$ cat src/rtl/cla_multiword_adder.sv
// Sequential wide adder/subtractor: one N-bit carry-lookahead slice per clock,
// LSB slice first, with a registered carry chained between slices.
module cla_multiword_adder #(
    parameter int N = 8,
    parameter int K = 4
) (
    input  logic           clk,
    input  logic           rst_n,
    input  logic           start,
    input  logic           sub,
    input  logic [N*K-1:0] a,
    input  logic [N*K-1:0] b,
    input  logic           c_in,
    output logic           ready,
    output logic           busy,
    output logic           done,
    output logic [N*K-1:0] s,
    output logic           c_out,
    output logic           ovf
);
    localparam int W  = N * K;
    localparam int CW = (K > 1) ? $clog2(K) : 1;

    typedef enum logic [1:0] {IDLE, RUN, DONE} state_t;

    state_t        state, state_nx;
    logic [W-1:0]  a_q, b_q;
    logic          carry;
    logic [CW-1:0] cnt;
    logic          last;

    logic [N-1:0]  sa, sb, g, p, sum;
    logic [N:0]    c;
    logic          pp;

    assign last  = (cnt == CW'(K - 1));
    assign ready = (state == IDLE);
    assign busy  = (state == RUN);
    assign done  = (state == DONE);

    always_ff @(posedge clk or negedge rst_n) begin
        if (!rst_n) state <= IDLE;
        else        state <= state_nx;
    end

    always_comb begin
        state_nx = state;
        case (state)
            IDLE:    if (start) state_nx = RUN;
            RUN:     if (last)  state_nx = DONE;
            DONE:    state_nx = IDLE;
            default: state_nx = IDLE;
        endcase
    end

    assign sa = a_q[cnt*N +: N];
    assign sb = b_q[cnt*N +: N];

    // Each carry is a flat sum of products over g/p and the slice carry-in,
    // so no carry depends on the previous bit's carry.
    always_comb begin
        g  = sa & sb;
        p  = sa ^ sb;
        c  = '0;
        pp = 1'b0;
        c[0] = carry;
        for (int j = 0; j < N; j++) begin
            c[j+1] = g[j];
            pp     = p[j];
            for (int k = j - 1; k >= 0; k--) begin
                c[j+1] = c[j+1] | (pp & g[k]);
                pp     = pp & p[k];
            end
            c[j+1] = c[j+1] | (pp & carry);
        end
        sum = p ^ c[N-1:0];
    end

    always_ff @(posedge clk or negedge rst_n) begin
        if (!rst_n) begin
            a_q   <= '0;
            b_q   <= '0;
            carry <= 1'b0;
            cnt   <= '0;
            s     <= '0;
            c_out <= 1'b0;
            ovf   <= 1'b0;
        end else begin
            case (state)
                IDLE: if (start) begin
                    a_q   <= a;
                    b_q   <= sub ? ~b : b;
                    carry <= sub ? 1'b1 : c_in;
                    cnt   <= '0;
                end
                RUN: begin
                    s[cnt*N +: N] <= sum;
                    carry         <= c[N];
                    cnt           <= cnt + CW'(1);
                    if (last) begin
                        c_out <= c[N];
                        ovf   <= c[N] ^ c[N-1];
                    end
                end
                default: ;
            endcase
        end
    end
endmodule

$ cat config.mk
export PLATFORM = sky130hd
export DESIGN_NAME = cla_multiword_adder
export DESIGN_NICKNAME = d
export VERILOG_FILES = /design/src/rtl/cla_multiword_adder.sv
export SDC_FILE = /design/constraint.sdc
export NUM_CORES = 1
export LEC_CHECK = 0
export ABC_CLOCK_PERIOD_IN_PS = 5600
export BUFFER_PORTS_ARGS = -buffer_cell sky130_fd_sc_hd__buf_4
export CAP_MARGIN = 30
export CORE_ASPECT_RATIO = 1.2
export CORE_MARGIN = 1
export CORE_UTILIZATION = 35
export DETAILED_ROUTE_END_ITERATION = 8
export SLEW_MARGIN = 0
export SYNTH_ARGS = -nofsm -noshare
export SYNTH_HDL_FRONTEND = slang
export SYNTH_SLANG_ARGS = --single-unit
$ cat constraint.sdc
create_clock -name clk -period 5.6 [get_ports clk]
set_clock_uncertainty 0.2 [all_clocks]
set_input_delay 0.28 -clock clk [delete_from_list [all_inputs] [get_ports clk]]
set_output_delay 0.28 -clock clk [all_outputs]
set_load 0.03 [all_outputs]
==> out/summary.md, run 1 <==
## Detailed routing
* 0 — number of nets with antenna violations after detailed routing
* 0 — residual DRC count
* 5.031 — via density per instance
* 3587 — via count
* 16.51 um — wire length per cell
* 4 — first-pass iteration count of the detailed router
* 11780 um — Final Routed Wirelength
* 190 — DRC marker count from the first detailed-route iteration

## Placement
* 8628 um — HPWL after detailed placement
* 0.8092 — Final Wtd Congestion
* 2.047 ns — worst setup slack before clock tree synthesis
* 665 — post-placement cell count
* 105 — Buffers on Ports

## Synth
* 0 — total of warnings raised by yosys
* 0 — EDFF count, synth
* dfrtp_1 — most used flip-flop cell after synthesis
* 492 — net count of the mapped netlist
* 48 — count of distinct cell types in the synthesized netlist
* 407 — Cells after Synth
* 4945 sq um — mapped cell area
* 103 — total of flip-flops plus latches after synthesis
* 12.15 sq um — Synth Area per Inst
* 0.5213 — Seq/Total Area, Yosys
* 1.000 — share of flip-flops with an asynchronous set or reset after synthesis

## Layout
* 624 — nets
* 0.3358 — fraction of final layout cells with drive strength greater than 1
* 1259 — filler cell count
* buf_4 — leading cell type in the layout, fill and taps excluded
* 31.76% — area growth from synthesis to layout
* buf_4 (107), dfrtp_1 (103), nor2_1 (41) — highest-count cells in the layout ignoring fill and taps
* 0 — diodes inserted
* 713 — fin cells

## Worst hold path
* primary input to flop — HP Class
* 3 — Cells on Worst Hold Path

## Critical path
* 2.07 ns — worst reg2reg setup slack
* 16 — peak fanout along the critical path
* flop — Worst setup SP type
* 3.54 ns — signal arrival time at the worst endpoint
* 5.61 ns — WP data required
* 8 — depth of the most critical reg-to-reg path
* flop to flop — kind of critical path
* flop — crit path capture type

## Job
* 0 — max capacitance violation total

## Timing
* 0.01369 ns — worst hold slack
* 0.8310 ns — pin slew with the least headroom to its limit
* 0 ns — sum of negative setup slack
* 283.2 MHz — maximum clock rate
* 0.4460 — headroom to the max-slew limit
* 0 — final-report hold violation count
* 3.531 ns — Period minus WS final
* 2.069 ns — post-route worst setup slack
* 0 — final setup violating endpoints
* 0.6305 — Period Utilization, post-route
* 0 — final slew viol count
* false — RSZ-0062 raised after global routing

## GRT
* 0.1706 — Total GRT Usage
* 0 — number of antenna violations at the first check in global routing
* 0 — remaining global-route overflow
* 3665 — via count of the first global-routing pass
* 19360 um — first-pass GRT wire length
* 101 — largest net degree at the start of global routing

## Clocking
* yes — CTS tree
* 3 — CTS H-tree lvls
* 9 — total clock buffers created by CTS
* 0 — number of setup buffers added after CTS
* clkbuf_16 — clock root buffer
* 0 — post-CTS resize count
* 0.07 ns — register clock-pin slew on the reported worst setup and hold paths
* 103 — Sinks on Clock Net
* 2 — maximum clock path buffer count
* 0.35 ns — clock latency reported for the late side of the worst-skew pair
* 33 — number of hold-repair buffers added at the cts stage

## Power and ir drop
* 675.5 nW/um^2 — power density relative to cell area
* 2.870 nW — Leak
* 0.3517 mV — maximum ir drop on the vdd rail

## Outcome
* finished clean — run status

## Die
* 0.3578 — initial standard-cell utilization of the core
* 14610 sq um — die area
* 110.5 um — x dimension of the die
* 47 — number of rows in the core area
* 106 — I/O pin count
* 132.2 um — die height
* 13820 sq um — Std-Cell Core Area

flip-flops by register name (all words and copies together), names as in the netlist:
| signal | count |
|---|---|
| a_q | 32 |
| b_q | 32 |
| s | 32 |
| cnt | 2 |
| state | 2 |
| c_out | 1 |
| carry | 1 |
| ovf | 1 |
layout make-up:
type | instances | area [sq um] | area share
Timing Repair Buffer | 141 | 1161 | 0.1782
Sequential cell | 103 | 2577 | 0.3956
Clock inverter | 4 | 72.57 | 0.01114
Multi-Input combinational cell | 278 | 2237 | 0.3434
Clock buffer | 10 | 229.0 | 0.03515
Tap cell | 171 | 214.0 | 0.03284
Inverter | 6 | 23.77 | 0.003649
worst max-delay path, stage by stage, from the launching register on:
cell     delay [ns]
dfrtp_1        0.80
buf_4          0.35
mux4_2         0.53
ha_1           0.38
a21oi_2        0.18
o22ai_1        0.10
o211a_1        0.28
nor3_1         0.43
o31ai_1        0.14
per-layer routing:
metal  vias up  share of wire  track usage
li1       1714              -            -
met1      1768           0.42       0.2136
met2        95           0.52       0.2957
met3        10          0.036      0.02851
met4         0          0.015      0.06222
met5         -              0            0
where the power goes:
group	total, mW	leakage, nW	internal [mW]	switching (mW)
logic	2.42	1.47	1.01	1.42
clock network	0.650	0.144	0.386	0.264
registers	1.33	1.25	1.08	0.249
final timing paths:
| path | startpoint | end |
|---|---|---|
| hold reg to reg | s[4] | s[4] |
| min in group asynchronous | rst_n | a_q[0] |
| hold / removal | b[26] | b_q[26] |
| max in group asynchronous | rst_n | b_q[1] |
| setup reg to reg | cnt[0] | s[15] |
| setup / recovery | cnt[0] | s[15] |
kinds of logic after synthesis:
kind of cell / synth area share
AO/OA/AOI/OAI: 0.1172
XOR/XNOR: 0.06377
adder cells (fa/ha/maj): 0.04200
buffers and inverters: 0.02682
flip-flops: 0.5213
multiplexers: 0.1458
AND/OR/NAND/NOR: 0.08325
Yosys cell counts, types with 3 or more instances:
| library cell | number | area, sq um |
|---|---|---|
| a21oi_1 | 37 | 185.2 |
| a22o_1 | 16 | 140.1 |
| buf_2 | 12 | 60.06 |
| buf_4 | 3 | 22.52 |
| dfrtp_1 | 103 | 2577 |
| ha_1 | 15 | 187.7 |
| inv_1 | 5 | 18.77 |
| mux2_2 | 32 | 360.4 |
| mux4_2 | 16 | 360.4 |
| nand2_1 | 26 | 97.59 |
| nor2_1 | 41 | 153.9 |
| nor3_1 | 4 | 20.02 |
| o21ai_0 | 12 | 60.06 |
| o21ai_1 | 4 | 20.02 |
| o31ai_1 | 5 | 37.54 |
| xnor2_1 | 34 | 297.8 |
stage by stage:
step           instance area, sq um  utilization  total power [mW]
6_report                       6515       0.4714             4.401
5_1_grt                        6515       0.4714             4.727
4_1_cts                        6487       0.4694             4.417
3_5_place_dp                   5856       0.4237             3.734
3_3_place_gp                   5856       0.4237             3.647
2_1_floorplan                  4945            -             3.015
(Power assumes the default switching activity.)
==> run 2, diff against run 1 <==
--- a/config.mk
+++ b/config.mk
@@ -5,7 +5,7 @@
 export SDC_FILE = /design/constraint.sdc
 export NUM_CORES = 1
 export LEC_CHECK = 0
-export ABC_CLOCK_PERIOD_IN_PS = 5600
+export ABC_CLOCK_PERIOD_IN_PS = 3100
 export BUFFER_PORTS_ARGS = -buffer_cell sky130_fd_sc_hd__buf_4
 export CAP_MARGIN = 30
 export CORE_ASPECT_RATIO = 1.2
==> constraint.sdc (replaced) <==
create_clock -name clk -period 3.1 [get_ports clk]
set_clock_uncertainty 0.2 [all_clocks]
set_input_delay 0.155 -clock clk [delete_from_list [all_inputs] [get_ports clk]]
set_output_delay 0.155 -clock clk [all_outputs]
set_load 0.03 [all_outputs]
==> run 2 against run 1 <==
Cell count grew 5.5%. Global-route usage shrank 0.062 points. Maximum frequency grew 20%. Cell area grew 6.0%. Non-clock buffer count grew 38. Critical endpoint is now c_out. Largest cell class unchanged. Highest routed layer unchanged.
==> out/summary.md, run 2 (same netlist as run 1, synthesis figures left out) <==
## Timing
* 0.9501 — Period Utilization, post-route, was 0.6305
* 0 — final slew viol count, unchanged
* false — RSZ-0062 raised after global routing, unchanged
* 339.5 MHz — maximum clock rate, was 283.2 MHz
* 0.7214 ns — pin slew with the least headroom to its limit, was 0.8310 ns
* 0 ns — sum of negative setup slack, unchanged
* 0 — final-report hold violation count, unchanged
* 0.5191 — headroom to the max-slew limit, was 0.4460
* 2.945 ns — Period minus WS final, was 3.531 ns
* 0 — final setup violating endpoints, unchanged

## Outcome
* finished clean — run status, unchanged

## Detailed routing
* 15.95 um — wire length per cell, was 16.51 um
* 162 — DRC marker count from the first detailed-route iteration, was 190
* 3711 — via count, was 3587
* 0 — residual DRC count, unchanged
* 4.935 — via density per instance, was 5.031
* 4 — first-pass iteration count of the detailed router, unchanged
* 11990 um — Final Routed Wirelength, was 11780 um
* 0 — number of nets with antenna violations after detailed routing, unchanged

## Placement
* 0.8448 — Final Wtd Congestion, was 0.8092
* 105 — Buffers on Ports, unchanged
* 8642 um — HPWL after detailed placement, was 8628 um

## Power and ir drop
* 0.6959 mV — maximum ir drop on the vdd rail, was 0.3517 mV
* 1173 nW/um^2 — power density relative to cell area, was 675.5 nW/um^2
* 8.095 mW — post-layout power, was 4.401 mW
* 3.040 nW — Leak, was 2.870 nW

## Layout
* buf_4 (110), dfrtp_1 (103), dlygate4sd3_1 (66) — highest-count cells in the layout ignoring fill and taps, was buf_4 (107), dfrtp_1 (103), nor2_1 (41)
* 0.4995 — post-layout utilization of the core, was 0.4714
* 39.60% — area growth from synthesis to layout, was 31.76%
* a_q (32), b_q (32), s (32) — largest registers in the final layout, unchanged
* 0 — diodes inserted, unchanged
* 1235 — filler cell count, was 1259
* buf_4 — leading cell type in the layout, fill and taps excluded, unchanged
* 0.3253 — fraction of final layout cells with drive strength greater than 1, was 0.3358
* 662 — nets, was 624

## GRT
* 0 — remaining global-route overflow, unchanged
* 0 — number of antenna violations at the first check in global routing, unchanged
* 3903 — via count of the first global-routing pass, was 3665
* 19550 um — first-pass GRT wire length, was 19360 um
* 0.1700 — Total GRT Usage, was 0.1706
* 60 — largest net degree at the start of global routing, was 101

## Critical path
* 2.97 ns — signal arrival time at the worst endpoint, was 3.54 ns
* cnt[0] — launch instance of the worst register-to-register path, unchanged
* 0.15 ns — worst reg2reg setup slack, was 2.07 ns
* 3.13 ns — WP data required, was 5.61 ns
* 8 — depth of the most critical reg-to-reg path, unchanged
* flop — Worst setup SP type, unchanged
* flop to flop — kind of critical path, unchanged
* c_out — worst reg2reg endpoint, was s[15]
* 17 — peak fanout along the critical path, was 16
* flop — crit path capture type, unchanged

## Clocking
* 2 — maximum clock path buffer count, unchanged
* 3 — CTS H-tree lvls, unchanged
* 0.34 ns — clock latency reported for the late side of the worst-skew pair, was 0.35 ns
* 0.07 ns — register clock-pin slew on the reported worst setup and hold paths, about the same
* 103 — Sinks on Clock Net, unchanged
* clkbuf_16 — clock root buffer, unchanged
* 9 — total clock buffers created by CTS, unchanged
* yes — CTS tree, unchanged

## Die
* 106 — I/O pin count, unchanged
* 47 — number of rows in the core area, unchanged
* 14610 sq um — die area, unchanged
* 110.5 um — x dimension of the die, unchanged
* 132.2 um — die height, unchanged
* 0.3578 — initial standard-cell utilization of the core, unchanged
* 13820 sq um — Std-Cell Core Area, unchanged

## Worst hold path
* 3 — Cells on Worst Hold Path, unchanged
* b_q[6] — hold-critical path endpoint, was b_q[26]
* sub — Hold Crit Start, was b[26]
* primary input to flop — HP Class, unchanged

## Job
* 0 — max capacitance violation total, unchanged

run 2: area by class of cell:
type	count	area, sq um	area share
Sequential cell	103	2577	0.3734
Multi-Input combinational cell	278	2242	0.3248
Timing Repair Buffer	179	1546	0.2240
Clock buffer	12	256.5	0.03716
Tap cell	171	214.0	0.03100
Clock inverter	3	42.54	0.006163
Inverter	6	23.77	0.003444
run 2: worst max-delay path, stage by stage (launching register included):
cell,delay [ns]
dfrtp_1,0.39
buf_12,0.19
mux4_2,0.52
ha_1,0.38
a21oi_2,0.19
o22ai_1,0.10
o211a_1,0.30
o21a_4,0.27
o31a_1,0.27
run 2: per-stage QoR:
stage / worst slack, ns / hold WS [ns] / cell area (sq um) / instances
2_1_floorplan: 0.1877 / -0.3406 / 4945 / 407
3_3_place_gp: 0.1879 / 0.04533 / 5931 / 670
3_5_place_dp: 0.1277 / 0.05436 / 5931 / 670
4_1_cts: 0.1156 / 0.1958 / 6890 / 751
5_1_grt: 0.04421 / 0.2189 / 6903 / 752
6_report: 0.1548 / 0.1929 / 6903 / 752
run 2: timing repair:
action | CTS | global route
hold buffers | 66 | 0
setup buffers | 0 | 1
gates resized for setup | 0 | 1
endpoints found under the setup margin | 0 | 7
endpoints found under the hold margin | 119 | 0
run 2: how the worst max path moves through the flow:
stage,startpoint,end,slack (ns),cells past startpoint
CTS,cnt[0],s[14],0.12,8
detailed placement,cnt[0],s[14],0.13,8
floorplan,cnt[0],s[14],0.19,8
finish,cnt[0],c_out,0.15,8
global placement,cnt[0],s[22],0.19,8
global route,cnt[0],c_out,0.04,8
run 2: metal layers:
layer | wire length (um) | global-route usage | vias to the layer above
met3 | 391 | 0.02897 | 22
met4 | 333 | 0.07778 | 0
met2 | 6195 | 0.2964 | 97
met1 | 5074 | 0.2047 | 1814
met5 | 0 | 0 | -
li1 | - | - | 1778
run 2: power by group:
part	internal [mW]	total, mW	switching (mW)
logic	1.96	4.65	2.68
registers	1.95	2.31	0.360
clock network	0.664	1.14	0.474
total	4.58	8.09	3.52
==> run 3, diff against run 2 <==
--- a/config.mk
+++ b/config.mk
@@ -8,10 +8,11 @@
 export ABC_CLOCK_PERIOD_IN_PS = 3100
 export BUFFER_PORTS_ARGS = -buffer_cell sky130_fd_sc_hd__buf_4
 export CAP_MARGIN = 30
-export CORE_ASPECT_RATIO = 1.2
+export CORE_ASPECT_RATIO = 1.25
 export CORE_MARGIN = 1
 export CORE_UTILIZATION = 35
 export DETAILED_ROUTE_END_ITERATION = 8
+export PLACE_DENSITY = 0.67
 export SLEW_MARGIN = 0
 export SYNTH_ARGS = -nofsm -noshare
 export SYNTH_HDL_FRONTEND = slang
==> run 3 against run 2 <==
Wire length is 1.9% higher. Die area hardly changed. Sequential cell count stayed put. Sequential share of layout area hardly changed. Critical endpoint unchanged.
==> out/summary.md, run 3 (same netlist as run 1, synthesis figures left out) <==
## Detailed routing
* 0 — residual DRC count, unchanged
* 16.12 um — wire length per cell, was 15.95 um
* 0 — number of nets with antenna violations after detailed routing, unchanged
* 12220 um — Final Routed Wirelength, was 11990 um
* 5 — first-pass iteration count of the detailed router, was 4
* 4.920 — via density per instance, was 4.935
* 110 — DRC marker count from the first detailed-route iteration, was 162
* 3729 — via count, was 3711

## Die
* 106 — I/O pin count, unchanged
* 134.9 um — die height, was 132.2 um
* 14610 sq um — die area, about the same
* 48 — number of rows in the core area, was 47
* 108.3 um — x dimension of the die, was 110.5 um
* 0.3580 — initial standard-cell utilization of the core, was 0.3578
* 13810 sq um — Std-Cell Core Area, was 13820 sq um

## Critical path
* 2.97 ns — signal arrival time at the worst endpoint, about the same
* cnt[0] — Worst setup startpoint, unchanged
* 13 — peak fanout along the critical path, was 17
* c_out — worst setup path end, unchanged
* 3.13 ns — WP data required, about the same
* c_out — worst reg2reg endpoint, unchanged
* buf_12 -> mux4_2 -> ha_1 -> a21oi_2 -> o22ai_1 -> o211a_1 -> o21a_4 -> o31a_1 — cells traversed along the worst timing path, unchanged
* flop to flop — kind of critical path, unchanged
* mux4_2 — slowest stage cell, crit path, unchanged
* flop — Worst setup SP type, unchanged
* 0.51 ns — maximum single-stage delay on the critical path, was 0.52 ns
* flop — crit path capture type, unchanged
* 8 — depth of the most critical reg-to-reg path, unchanged
* 0.16 ns — worst reg2reg setup slack, was 0.15 ns
* cnt[0] — launch instance of the worst register-to-register path, unchanged

## GRT
* 3996 — via count of the first global-routing pass, was 3903
* 0.2161 — met1 capacity usage during global routing, was 0.2047
* met2 — global routing's busiest layer, unchanged
* 0 — remaining global-route overflow, unchanged
* 19990 um — first-pass GRT wire length, was 19550 um
* 61 — largest net degree at the start of global routing, was 60
* 0.03427 — GR Util met3, was 0.02897
* 0.1820 — Total GRT Usage, was 0.1700
* 0.3185 — met2 layer usage reported by global route, was 0.2964
* 0 — number of antenna violations at the first check in global routing, unchanged

## Clocking
* 103 — Sinks on Clock Net, unchanged
* clkbuf_16 — clock root buffer, unchanged
* 0.35 ns — clock latency reported for the late side of the worst-skew pair, was 0.34 ns
* 3 — CTS H-tree lvls, unchanged
* 2 — maximum clock path buffer count, unchanged
* 9 — total clock buffers created by CTS, unchanged
* yes — CTS tree, unchanged
* 0.07 ns — register clock-pin slew on the reported worst setup and hold paths, about the same

## Job
* 0 — max capacitance violation total, unchanged

## Placement
* 8781 um — HPWL after detailed placement, was 8642 um
* 5963 sq um — Post-DP Area, was 5931 sq um
* 0.8800 — Final Wtd Congestion, was 0.8448
* 676 — post-placement cell count, was 670
* 105 — Buffers on Ports, unchanged

## Layout
* 6913 sq um — fin area, was 6903 sq um
* 1259 — filler cell count, was 1235
* buf_4 — leading cell type in the layout, fill and taps excluded, unchanged
* buf_4 (110), dfrtp_1 (102), dlygate4sd3_1 (66) — highest-count cells in the layout ignoring fill and taps, was buf_4 (110), dfrtp_1 (103), dlygate4sd3_1 (66)
* 0 — diodes inserted, unchanged
* 2246 sq um — multi-input gate area in the final layout, was 2242 sq um
* 39.80% — area growth from synthesis to layout, was 39.60%
* 663 — nets, was 662
* 0.3242 — fraction of final layout cells with drive strength greater than 1, was 0.3253
* a_q (32), b_q (32), s (32) — largest registers in the final layout, unchanged
* 758 — fin cells, was 752
* 2579 sq um — footprint of the flip-flops and latches, was 2577 sq um

## Timing
* 0 — final-report hold violation count, unchanged
* 0.9479 — Period Utilization, post-route, was 0.9501
* 2.939 ns — Period minus WS final, was 2.945 ns
* true — RSZ-0062 raised after global routing, was false
* 0 — final setup violating endpoints, unchanged
* 0 — final slew viol count, unchanged
* 340.3 MHz — maximum clock rate, was 339.5 MHz
* 0.5618 — headroom to the max-slew limit, was 0.5191
* 0.6574 ns — pin slew with the least headroom to its limit, was 0.7214 ns

## Worst hold path
* primary input to asynchronous set/reset pin — HP Class, was primary input to flop

## Power and ir drop
* 3.032 nW — Leak, was 3.040 nW
* 1161 nW/um^2 — power density relative to cell area, was 1173 nW/um^2
* 0.5643 mV — maximum ir drop on the vdd rail, was 0.6959 mV

## Outcome
* finished clean — run status, unchanged

-- run 3: cell count changes in the layout (fill, tap and decap cells not counted), sizes merged --
| cell | delta |
|---|---|
| clkinv | -1 |
| buf | +1 |
| bufinv | -1 |
| clkinvlp | +1 |
| clkbuf | +2 |
-- run 3: final cells by class --
class                           instances  share of cell area
Multi-Input combinational cell        278              0.3249
Clock buffer                           14             0.03819
Inverter                                6            0.003439
Clock inverter                          2            0.002172
Sequential cell                       103              0.3730
Timing Repair Buffer                  180              0.2266
Tap cell                              175             0.03167
-- run 3: worst max-delay path: cells and delay by family, from the launching register on --
family                   cells  cell delay, ns
buffers and inverters        1            0.18
multiplexers                 1            0.51
AO/OA/AOI/OAI                5            1.11
adder cells (fa/ha/maj)      1            0.39
flip-flops                   1            0.44
-- run 3: worst min-delay path by stage --
stage / endpoint / slack, ns / depth (start not counted)
after floorplan: a_q[0] / -0.34 / 0
after detailed placement: s[21] / -0.01 / 1
after global placement: s[18] / -0.02 / 1
after global routing: b_q[0] / 0.20 / 3
final: s[8] / 0.15 / 2
after CTS: s[8] / 0.17 / 2
-- run 3: metal layers --
metal	part of all wire	routed length, um
met4	0.028	343
met3	0.042	509
met1	0.40	4893
met5	0	0
met2	0.53	6472
-- run 3: what timing repair did --
item	CTS	global route
gates resized for setup	0	2
endpoints found under the setup margin	0	13
hold buffers	66	0
setup buffers	0	0
hold endpoints to repair	108	0
-- run 3: metrics by stage --
stage	utilization	TNS (ns)	setup WS [ns]	hold WS [ns]	power [mW]
6_report	0.5005	0	0.1614	0.1484	8.029
3_3_place_gp	0.4317	0	0.1920	-0.02180	6.705
3_5_place_dp	0.4317	0	0.1065	-0.01141	6.880
4_1_cts	0.4997	0	0.08881	0.1672	8.022
5_1_grt	0.5005	-0.01596	-0.01596	0.2023	8.628
2_1_floorplan	-	0	0.1877	-0.3406	5.446
-- run 3: power by group --
| group | switching, mW | internal (mW) | total, mW |
|---|---|---|---|
| registers | 0.386 | 1.95 | 2.34 |
| clock network | 0.481 | 0.590 | 1.07 |
| logic | 2.67 | 1.96 | 4.62 |
| total | 3.53 | 4.50 | 8.03 |
